## config.mk

```make
export PLATFORM = sky130hd
export DESIGN_NAME = apb_arbiter
export DESIGN_NICKNAME = d
export VERILOG_FILES = /design/src/rtl/apb_arbiter.sv
export SDC_FILE = /design/constraint.sdc
export NUM_CORES = 1
export LEC_CHECK = 0
export ABC_CLOCK_PERIOD_IN_PS = 1700
export BUFFER_PORTS_ARGS = -buffer_cell sky130_fd_sc_hd__buf_4
export CORE_MARGIN = 4
export CORE_UTILIZATION = 43
export CTS_BUF_LIST = sky130_fd_sc_hd__clkbuf_8
export CTS_CLUSTER_DIAMETER = 150
export DETAILED_ROUTE_END_ITERATION = 8
export PLACE_DENSITY = 0.83
export SETUP_SLACK_MARGIN = 0.5
export SYNTH_ARGS = -nofsm -noshare
export SYNTH_HDL_FRONTEND = slang
export SYNTH_SLANG_ARGS = --single-unit
```

## constraint.sdc

```tcl
create_clock -name clk -period 1.7 [get_ports clk]
set_input_delay 0.425 -clock clk [delete_from_list [all_inputs] [get_ports clk]]
set_output_delay 0.425 -clock clk [all_outputs]
set_load 0.03 [all_outputs]
```

## src/rtl/apb_arbiter.sv

```systemverilog
// ============================================================================
//  Module      : apb_arbiter
//  Description : Two-master / one-slave APB arbiter. A request that wins
//                arbitration is captured and replayed to the slave as a
//                SETUP/ACCESS pair. The response goes back to the owning master
//                as a one-cycle registered pready pulse. When both masters
//                request, round-robin decides. A hung slave is turned into an
//                error response by the ACCESS timeout.
//  Revision    : 1.0 - initial release
// ============================================================================
`default_nettype none

module apb_arbiter #(
    parameter int ADDR_WIDTH = 32,
    parameter int DATA_WIDTH = 32,
    parameter int TIMEOUT    = 255,
    parameter int TO_WIDTH   = 8
) (
    input  logic                    clk,
    input  logic                    rts_n,
    // master 0 (CPU core)
    input  logic [ADDR_WIDTH-1:0]   m0_paddr,
    input  logic [DATA_WIDTH-1:0]   m0_pdata,
    input  logic [DATA_WIDTH/8-1:0] m0_pstb,
    input  logic                    m0_psel,
    input  logic                    m0_penable,
    input  logic                    m0_pwrite,
    output logic [DATA_WIDTH-1:0]   m0_prdata,
    output logic                    m0_pready,
    output logic                    m0_perr,
    // master 1 (debug / DMA)
    input  logic [ADDR_WIDTH-1:0]   m1_paddr,
    input  logic [DATA_WIDTH-1:0]   m1_pdata,
    input  logic [DATA_WIDTH/8-1:0] m1_pstb,
    input  logic                    m1_psel,
    input  logic                    m1_penable,
    input  logic                    m1_pwrite,
    output logic [DATA_WIDTH-1:0]   m1_prdata,
    output logic                    m1_pready,
    output logic                    m1_perr,
    // shared slave
    output logic [ADDR_WIDTH-1:0]   s_paddr,
    output logic [DATA_WIDTH-1:0]   s_pdata,
    output logic [DATA_WIDTH/8-1:0] s_pstb,
    output logic                    s_psel,
    output logic                    s_penable,
    output logic                    s_pwrite,
    input  logic [DATA_WIDTH-1:0]   s_prdata,
    input  logic                    s_pready,
    input  logic                    s_perr,
    // status
    output logic [1:0]              grant,
    output logic                    busy
);

    typedef enum logic [1:0] {
        ST_IDLE   = 2'd0,
        ST_SETUP  = 2'd1,
        ST_ACCESS = 2'd2,
        ST_RESP   = 2'd3
    } state_t;

    // Value of the counter during the last ACCESS cycle allowed before the
    // response is forced. The counter is zero in the first ACCESS cycle.
    localparam logic [TO_WIDTH-1:0] TO_LAST =
        TO_WIDTH'((TIMEOUT > 0) ? (TIMEOUT - 1) : 0);
    localparam logic TO_EN = (TIMEOUT != 0);

    state_t                    state_q;
    logic [1:0]                grant_q;
    logic                      last_q;      // index of the master granted last
    logic [TO_WIDTH-1:0]       cnt_q;
    logic [ADDR_WIDTH-1:0]     addr_q;
    logic [DATA_WIDTH-1:0]     wdata_q;
    logic [DATA_WIDTH/8-1:0]   stb_q;
    logic                      write_q;
    logic                      psel_q;
    logic                      penable_q;
    logic                      m0_pready_q;
    logic                      m0_perr_q;
    logic [DATA_WIDTH-1:0]     m0_prdata_q;
    logic                      m1_pready_q;
    logic                      m1_perr_q;
    logic [DATA_WIDTH-1:0]     m1_prdata_q;

    logic                      win1_d;      // master 1 wins this evaluation
    logic                      to_hit_d;
    logic                      done_d;
    logic                      rsp_err_d;
    logic [DATA_WIDTH-1:0]     rsp_data_d;

    // penable from the masters plays no part in arbitration or capture
    logic                      w_unused_penable;
    assign w_unused_penable = m0_penable ^ m1_penable;

    // Arbitration and response selection. Master 1 wins when it is the only
    // requester, or when both request and master 0 was the last owner.
    always_comb begin
        win1_d     = m1_psel & (~m0_psel | ~last_q);
        to_hit_d   = TO_EN & (cnt_q == TO_LAST);
        done_d     = s_pready | to_hit_d;
        // a timeout reports an error with zero data; writes never return data
        rsp_err_d  = s_pready ? s_perr : 1'b1;
        rsp_data_d = (s_pready && !write_q) ? s_prdata : '0;
    end

    // Transfer FSM with all bus-facing outputs registered
    always_ff @(posedge clk or negedge rts_n) begin
        if (!rts_n) begin
            state_q     <= ST_IDLE;
            grant_q     <= 2'b00;
            last_q      <= 1'b1;
            cnt_q       <= '0;
            addr_q      <= '0;
            wdata_q     <= '0;
            stb_q       <= '0;
            write_q     <= 1'b0;
            psel_q      <= 1'b0;
            penable_q   <= 1'b0;
            m0_pready_q <= 1'b0;
            m0_perr_q   <= 1'b0;
            m0_prdata_q <= '0;
            m1_pready_q <= 1'b0;
            m1_perr_q   <= 1'b0;
            m1_prdata_q <= '0;
        end else begin
            case (state_q)
                ST_IDLE: begin
                    if (m0_psel || m1_psel) begin
                        addr_q    <= win1_d ? m1_paddr  : m0_paddr;
                        wdata_q   <= win1_d ? m1_pdata  : m0_pdata;
                        stb_q     <= win1_d ? m1_pstb   : m0_pstb;
                        write_q   <= win1_d ? m1_pwrite : m0_pwrite;
                        grant_q   <= win1_d ? 2'b10 : 2'b01;
                        psel_q    <= 1'b1;
                        penable_q <= 1'b0;
                        state_q   <= ST_SETUP;
                    end
                end
                ST_SETUP: begin
                    penable_q <= 1'b1;
                    cnt_q     <= '0;
                    state_q   <= ST_ACCESS;
                end
                ST_ACCESS: begin
                    if (done_d) begin
                        psel_q    <= 1'b0;
                        penable_q <= 1'b0;
                        state_q   <= ST_RESP;
                        if (grant_q[1]) begin
                            m1_pready_q <= 1'b1;
                            m1_perr_q   <= rsp_err_d;
                            m1_prdata_q <= rsp_data_d;
                        end else begin
                            m0_pready_q <= 1'b1;
                            m0_perr_q   <= rsp_err_d;
                            m0_prdata_q <= rsp_data_d;
                        end
                    end else begin
                        cnt_q <= cnt_q + TO_WIDTH'(1);
                    end
                end
                ST_RESP: begin
                    m0_pready_q <= 1'b0;
                    m0_perr_q   <= 1'b0;
                    m0_prdata_q <= '0;
                    m1_pready_q <= 1'b0;
                    m1_perr_q   <= 1'b0;
                    m1_prdata_q <= '0;
                    last_q      <= grant_q[1];
                    grant_q     <= 2'b00;
                    state_q     <= ST_IDLE;
                end
                default: state_q <= ST_IDLE;
            endcase
        end
    end

    assign s_paddr   = addr_q;
    assign s_pdata   = wdata_q;
    assign s_pstb    = stb_q;
    assign s_pwrite  = write_q;
    assign s_psel    = psel_q;
    assign s_penable = penable_q;
    assign m0_pready = m0_pready_q;
    assign m0_perr   = m0_perr_q;
    assign m0_prdata = m0_prdata_q;
    assign m1_pready = m1_pready_q;
    assign m1_perr   = m1_perr_q;
    assign m1_prdata = m1_prdata_q;
    assign grant     = grant_q;
    assign busy      = (state_q != ST_IDLE);

endmodule

`default_nettype wire

```

== Yosys cells after proc, flatten, opt, wreduce, memory -nomap -nowiden ==
Cells that the tools add are included.

* Register bits after elaboration: 152
* Input port bits: 178
* Logic and storage cells: 86

* $add $sub $neg: 1
* Bitwise logic cells: 5
* Eq/ne operators: 9
* Reduce and logical (&&, ||, !) cells: 18
* Multiplexer cells: 37

{| class="wikitable"
|+ Operators with widths
! kind !! count
|-
| 32-bit 2-to-1 mux || 7
|-
| 32-bit one-hot mux with 2 select lines || 2
|-
| 8-bit one-hot mux with 2 select lines || 1
|-
| 1-bit 2-to-1 mux || 13
|-
| 3-bit AND reduction || 4
|-
| 2-bit inequality test (second input constant) || 5
|-
| 1-bit one-hot mux with 2 select lines || 5
|-
| 2-bit nonzero test || 5
|-
| 8-bit by 1-bit adder with 8-bit output (second input constant) || 1
|-
| 8-bit == test (second input constant) || 1
|-
| 2-bit 2-to-1 mux || 4
|-
| 8-bit 2-to-1 mux || 1
|-
| 2-bit one-hot mux with 4 select lines || 1
|-
| 2-bit AND reduction || 4
|-
| 2-bit == test (second input constant) || 2
|-
| 4-bit 2-to-1 mux || 1
|-
| 2-bit one-hot mux with 2 select lines || 1
|-
| 1-bit one-hot mux with 3 select lines || 1
|-
| 3-bit nonzero test || 1
|-
| 2-bit by 1-bit == test with 1-bit output (second input constant) || 1
|-
| 2-bit zero test || 1
|-
| 1-bit inverter || 2
|-
| 1-bit bitwise OR || 2
|-
| 1-bit AND || 1
|-
| 3 further kinds || 3
|}

== Depth between registers and ports, before layout ==
* Depth in word-level cells: 6
* Mapped depth: 8
* Gate-level depth less buffers: 6

== Worst setup path before layout ==
OpenSTA, ideal clock, no wires.

* Path kind: reg-to-reg
* Start: register grant_q[1], in the netlist grant[1]
* End: register m0_pready_q, in the netlist m0_pready
* Required time: 1,579 ps
* Arrival time: 1,606 ps
* Stages on the path, launching flop included: 6
* Path buffers: 1
* Clock period less this slack: 1,727 ps
* Library setup time: 121 ps
* Path slack: -27 ps
* Cell sequence: dfrtp_1 -> buf_2 -> nand4b_1 -> o22ai_4 -> mux2_2 -> a22o_1

* Cells in the longest elaborated chain, start to end: 2

{| class="wikitable"
|+ Ends and longest elaborated chain
! item !! line !! source
|-
| start: declaration || 70 || <nowiki>logic [1:0] grant_q;</nowiki>
|-
| start signal: assignment || 134 || <nowiki>grant_q <= win1_d ? 2'b10 : 2'b01;</nowiki>
|-
| 2-bit inequality test (no line) || -- ||
|-
| 3-bit AND reduction (no line) || -- ||
|-
| end signal: assignment || 120 || <nowiki>m0_pready_q <= 1'b0;</nowiki>
|-
| end signal: assignment || 155 || <nowiki>m0_pready_q <= 1'b1;</nowiki>
|-
| end signal: assignment || 164 || <nowiki>m0_pready_q <= 1'b0;</nowiki>
|-
| end: declaration || 79 || <nowiki>logic m0_pready_q;</nowiki>
|}

No other way between the ends.
A chain may end at the register's enable or synchronous reset.

== Worst setup path in the final report ==
* Start: register state_q[0]
* End: register cnt_q[7]

* Cells in the longest elaborated chain, start to end: 3
* Elaborated cells between the ends (all ways): 6
* Those cells by class: 3 x eq/ne; 1 x mux; 2 x reduce/logical

{| class="wikitable"
|+ Ends and longest elaborated chain
! item !! line !! source
|-
| start: declaration || 69 || <nowiki>state_t state_q;</nowiki>
|-
| start signal: assignment || 110 || <nowiki>state_q <= ST_IDLE;</nowiki>
|-
| start signal: assignment || 137 || <nowiki>state_q <= ST_SETUP;</nowiki>
|-
| start signal: assignment || 143 || <nowiki>state_q <= ST_ACCESS;</nowiki>
|-
| 2-bit == test / 2-bit by 1-bit == test with 1-bit output (equally long branches) || 127 || <nowiki>case (state_q)</nowiki>
|-
| 2-bit inequality test (no line) / 2-bit nonzero test (equally long branches) || -- ||
|-
| 2-bit AND reduction (no line) || -- ||
|-
| end signal: assignment || 160 || <nowiki>cnt_q <= cnt_q + TO_WIDTH'(1);</nowiki>
|-
| end: declaration || 72 || <nowiki>logic [TO_WIDTH-1:0] cnt_q;</nowiki>
|}

Parallel ways exist; a longest one is shown, timed or not.

==> impl_metrics.toml <==
[clocking]
h_tree_depth_reported_by_cts = 4
clk_pin_slew_ns = 0.11
clock_sink_count = 152
tritoncts = "built"
clock_tree.buffer_depth = 2
worst_skew_pair.late_latency_ns = 0.47
cts-root-buf = "sky130_fd_sc_hd__clkbuf_8"
cts_inserted_buffers = 17

[layout]
area_delta_synth_final_pct = 103.7
fillCellCount = 529
finish.instance_area_sq_mm = 0.01353
insertedDiodeCount = 0
leading_cell_types_in_the_layout_fill_and_taps_excluded = "356 x sky130_fd_sc_hd__buf_4, 185 x sky130_fd_sc_hd__buf_6, 148 x sky130_fd_sc_hd__dfrtp_1"
layout.cells.most_common = "sky130_fd_sc_hd__buf_4"
register_area_sq_mm = 0.003809
post-route-util_pct = 89.35
drive_above_1_share_pct = 63.16
fin_nets = 1323
multi_input_area_sq_mm = 0.003100

[logic_synthesis]
yosys_warnings = 0
async_reset_ff_share_pct = 100.0
yosys.cell_types.count = 48
synth-edff-count = 0
postSynth.topFlopCell = "sky130_fd_sc_hd__dfrtp_1"
synthCells = 561
ys_seq_area_share_pct = 57.27
ys_seq_elements = 152
avgSynthCellArea_sq_um = 11.84
mappedNetlistArea_sq_mm = 0.006644
net_count_of_the_mapped_netlist = 746

[critical_path]
startpoint_type = "flop"
worstReg2RegEnd = "cnt_q[7]$_DFFE_PN0P_"
setup.worst_path.class = "flop to flop"
crit_required_ns = 2.04
arrival_ns = 2.36
worst_r2r_path_depth = 9
endpoint_kind = "flop"
timing.reg2reg.setup_slack_ns = -0.32
r2r-start = "state_q[0]$_DFFE_PN0P_"
path_max_fanout = 4

[outcome]
failed_checks = "setup timing"
status = "finished, violations left"

[detailed_routing]
post_drt_via_cell_ratio = 5.962
finalWirelength_microns = 35890
drtIter0Drc = 894
final_antenna_net_count = 0
num_vias = 7983
drtPass1Iterations = 6
drc_errors = 0
avgRoutedWirePerCell_microns = 26.80

[grt]
grtUsageMet3_pct = 7.939
grt_pass1_vias = 7814
grt.busiest_layer = "met2"
first_pass_grt_wire_length_microns = 45610
antenna_found_initial = 2
use_met1_pct = 36.95
pin_count_of_the_biggest_net_entering_global_routing = 43
track_usage_pct = 33.74
global_route.usage.met2_pct = 59.81
grt_remaining_overflow = 0

[placement]
dpl_cell_area_sq_mm = 0.009654
place_hpwl_microns = 14830
io_buffers = 317
routabilityCongestion = 0.7970

[floorplanning]
die_area_sq_mm = 0.01750
fp-row-count = 45
core_area_sq_mm = 0.01515
floorplan.initialDensity_pct = 43.87
ios = 320
die_width_microns = 132.3
die-height_microns = 132.3

[timing]
fin_worst_skew_ns = 0.02194
final_critical_path_setup_slack_ns = -0.3172
max_freq_mhz = 495.7
final-hold-violation-count = 0
fin_crit_sh_pct = 118.7
period_needed_ns = 2.017
rsz0062_at_grt = "true"
maxSlewHeadroom_pct = 70.48
final-setup-viol-count = 146
tightest_slew_ns = 0.4427
final_max_slew_viol_count = 0
fin_hold_ws_ns = 0.1879

[power]
power_per_cell_area_mw_per_mm2 = 1920
cellLeakagePower_uw = 0.006992
vdd.ir_drop.worst_mv = 0.9928

[hold_path]
hold_end = "m0_prdata[31]$_DFFE_PN0P_"
worst_hold_startpoint = "s_prdata[31]"
worstHoldPathType = "input pin to flop"
whs_path_depth = 2

[flow_run]
drv_cap = 0
==> cells in the mapped netlist (2+ instances only) <==
cell,n,share of area [%]
sky130_fd_sc_hd__nand2_1,79,4.5
sky130_fd_sc_hd__o21ai_1,19,1.4
sky130_fd_sc_hd__buf_6,6,1.0
sky130_fd_sc_hd__mux2i_1,72,11
sky130_fd_sc_hd__o21a_1,2,0.23
sky130_fd_sc_hd__nor2_1,4,0.23
sky130_fd_sc_hd__inv_1,9,0.51
sky130_fd_sc_hd__ha_1,7,1.3
sky130_fd_sc_hd__o211ai_1,5,0.57
sky130_fd_sc_hd__buf_4,11,1.2
sky130_fd_sc_hd__nand4_1,3,0.28
sky130_fd_sc_hd__clkbuf_1,13,0.73
sky130_fd_sc_hd__a22o_2,11,1.7
sky130_fd_sc_hd__nand3_1,11,0.83
sky130_fd_sc_hd__buf_2,9,0.68
sky130_fd_sc_hd__a21oi_1,4,0.30
sky130_fd_sc_hd__nor3_2,2,0.30
sky130_fd_sc_hd__o21ai_0,58,4.4
sky130_fd_sc_hd__dfrtp_1,151,57
sky130_fd_sc_hd__a22o_1,55,7.3
sky130_fd_sc_hd__mux2_2,2,0.34
sky130_fd_sc_hd__mux2_1,2,0.34
==> timing repair <==
action                     in CTS  in global routing
hold endpoints to repair       36                  0
hold buffers                    1                  0
buffers inserted              113                 85
pin swaps                      55                 42
cloned                         23                  1
resized for setup             250                 71
setup endpoints to repair     293                294
==> how the worst max path moves through the flow <==
stage	to	slack, ns	start	depth (start not counted)
finish	cnt_q[7]$_DFFE_PN0P_	-0.32	state_q[0]$_DFFE_PN0P_	9
global route	cnt_q[7]$_DFFE_PN0P_	-0.34	state_q[0]$_DFFE_PN0P_	9
CTS	busy	-0.13	state_q[0]$_DFFE_PN0P_	5
detailed placement	m0_prdata[22]$_DFFE_PN0P_	-0.20	cnt_q[0]$_DFFE_PN0P_	6
global placement	m0_prdata[21]$_DFFE_PN0P_	-0.16	cnt_q[0]$_DFFE_PN0P_	6
floorplan	m0_pready$_DFFE_PN0P_	0.05	grant[1]$_DFFE_PN0P_	5
==> routing by layer <==
layer  wire length, microns  up-vias
met5                     13        -
met4                   2863        2
li1                       -     3191
met2                  17660      728
met3                   3677      261
met1                  11680     3801
==> final cells by class <==
cell class	count	area share [%]
clock inverters	15	1.489
inverters	9	0.3236
flip-flops and latches	152	28.14
clock buffers	17	1.729
multi-input cells	364	22.91
well taps	188	1.738
repair buffers	594	43.67
==> power breakdown <==
group	switching, uW	total (uW)	internal (uW)
Combinational	8250	16700	8400
Sequential	1180	6130	4950
Clock	1670	3190	1520
Total	11100	26000	14900
==> stage by stage <==
stage	cells	setup WS, ns	total power [uW]	setup TNS (ns)
2_1_floorplan	561	0.05056	11600	0
3_5_place_dp	1084	-0.2013	15120	-11.67
3_3_place_gp	1084	-0.1589	14870	-8.163
4_1_cts	1253	-0.1346	22880	-4.638
5_1_grt	1339	-0.3378	26700	-28.45
6_report	1339	-0.3172	25980	-22.77
==> worst max-delay path, stage by stage (launching register included) <==
cell                       delay (ns)
sky130_fd_sc_hd__dfrtp_1         0.43
sky130_fd_sc_hd__inv_2           0.11
sky130_fd_sc_hd__ha_4            0.16
sky130_fd_sc_hd__buf_6           0.10
sky130_fd_sc_hd__buf_6           0.12
sky130_fd_sc_hd__buf_6           0.10
sky130_fd_sc_hd__and4b_1         0.23
sky130_fd_sc_hd__nand4_1         0.18
sky130_fd_sc_hd__o211ai_1        0.32
sky130_fd_sc_hd__o21ai_1         0.14
==> cell families (layout without fill, tap and decap cells) <==
logic type,Yosys count,in the layout,synth area share [%]
flops,152,152,57.27
xor+xnor,1,1,0.1319
mux,76,76,11.53
simple gates,114,114,8.249
buf+inv,48,635,4.181
compound gates,163,166,17.33
fa+ha+maj,7,7,1.318
==> registers in the layout (all words and copies together), names as in the netlist, 2 cells and up <==
| register | count |
|---|---|
| grant | 2 |
| s_paddr | 32 |
| m0_prdata | 32 |
| s_pstb | 4 |
| m1_prdata | 32 |
| cnt_q | 8 |
| state_q | 2 |
| s_pdata | 32 |
Power figures use the tool's default switching activity.
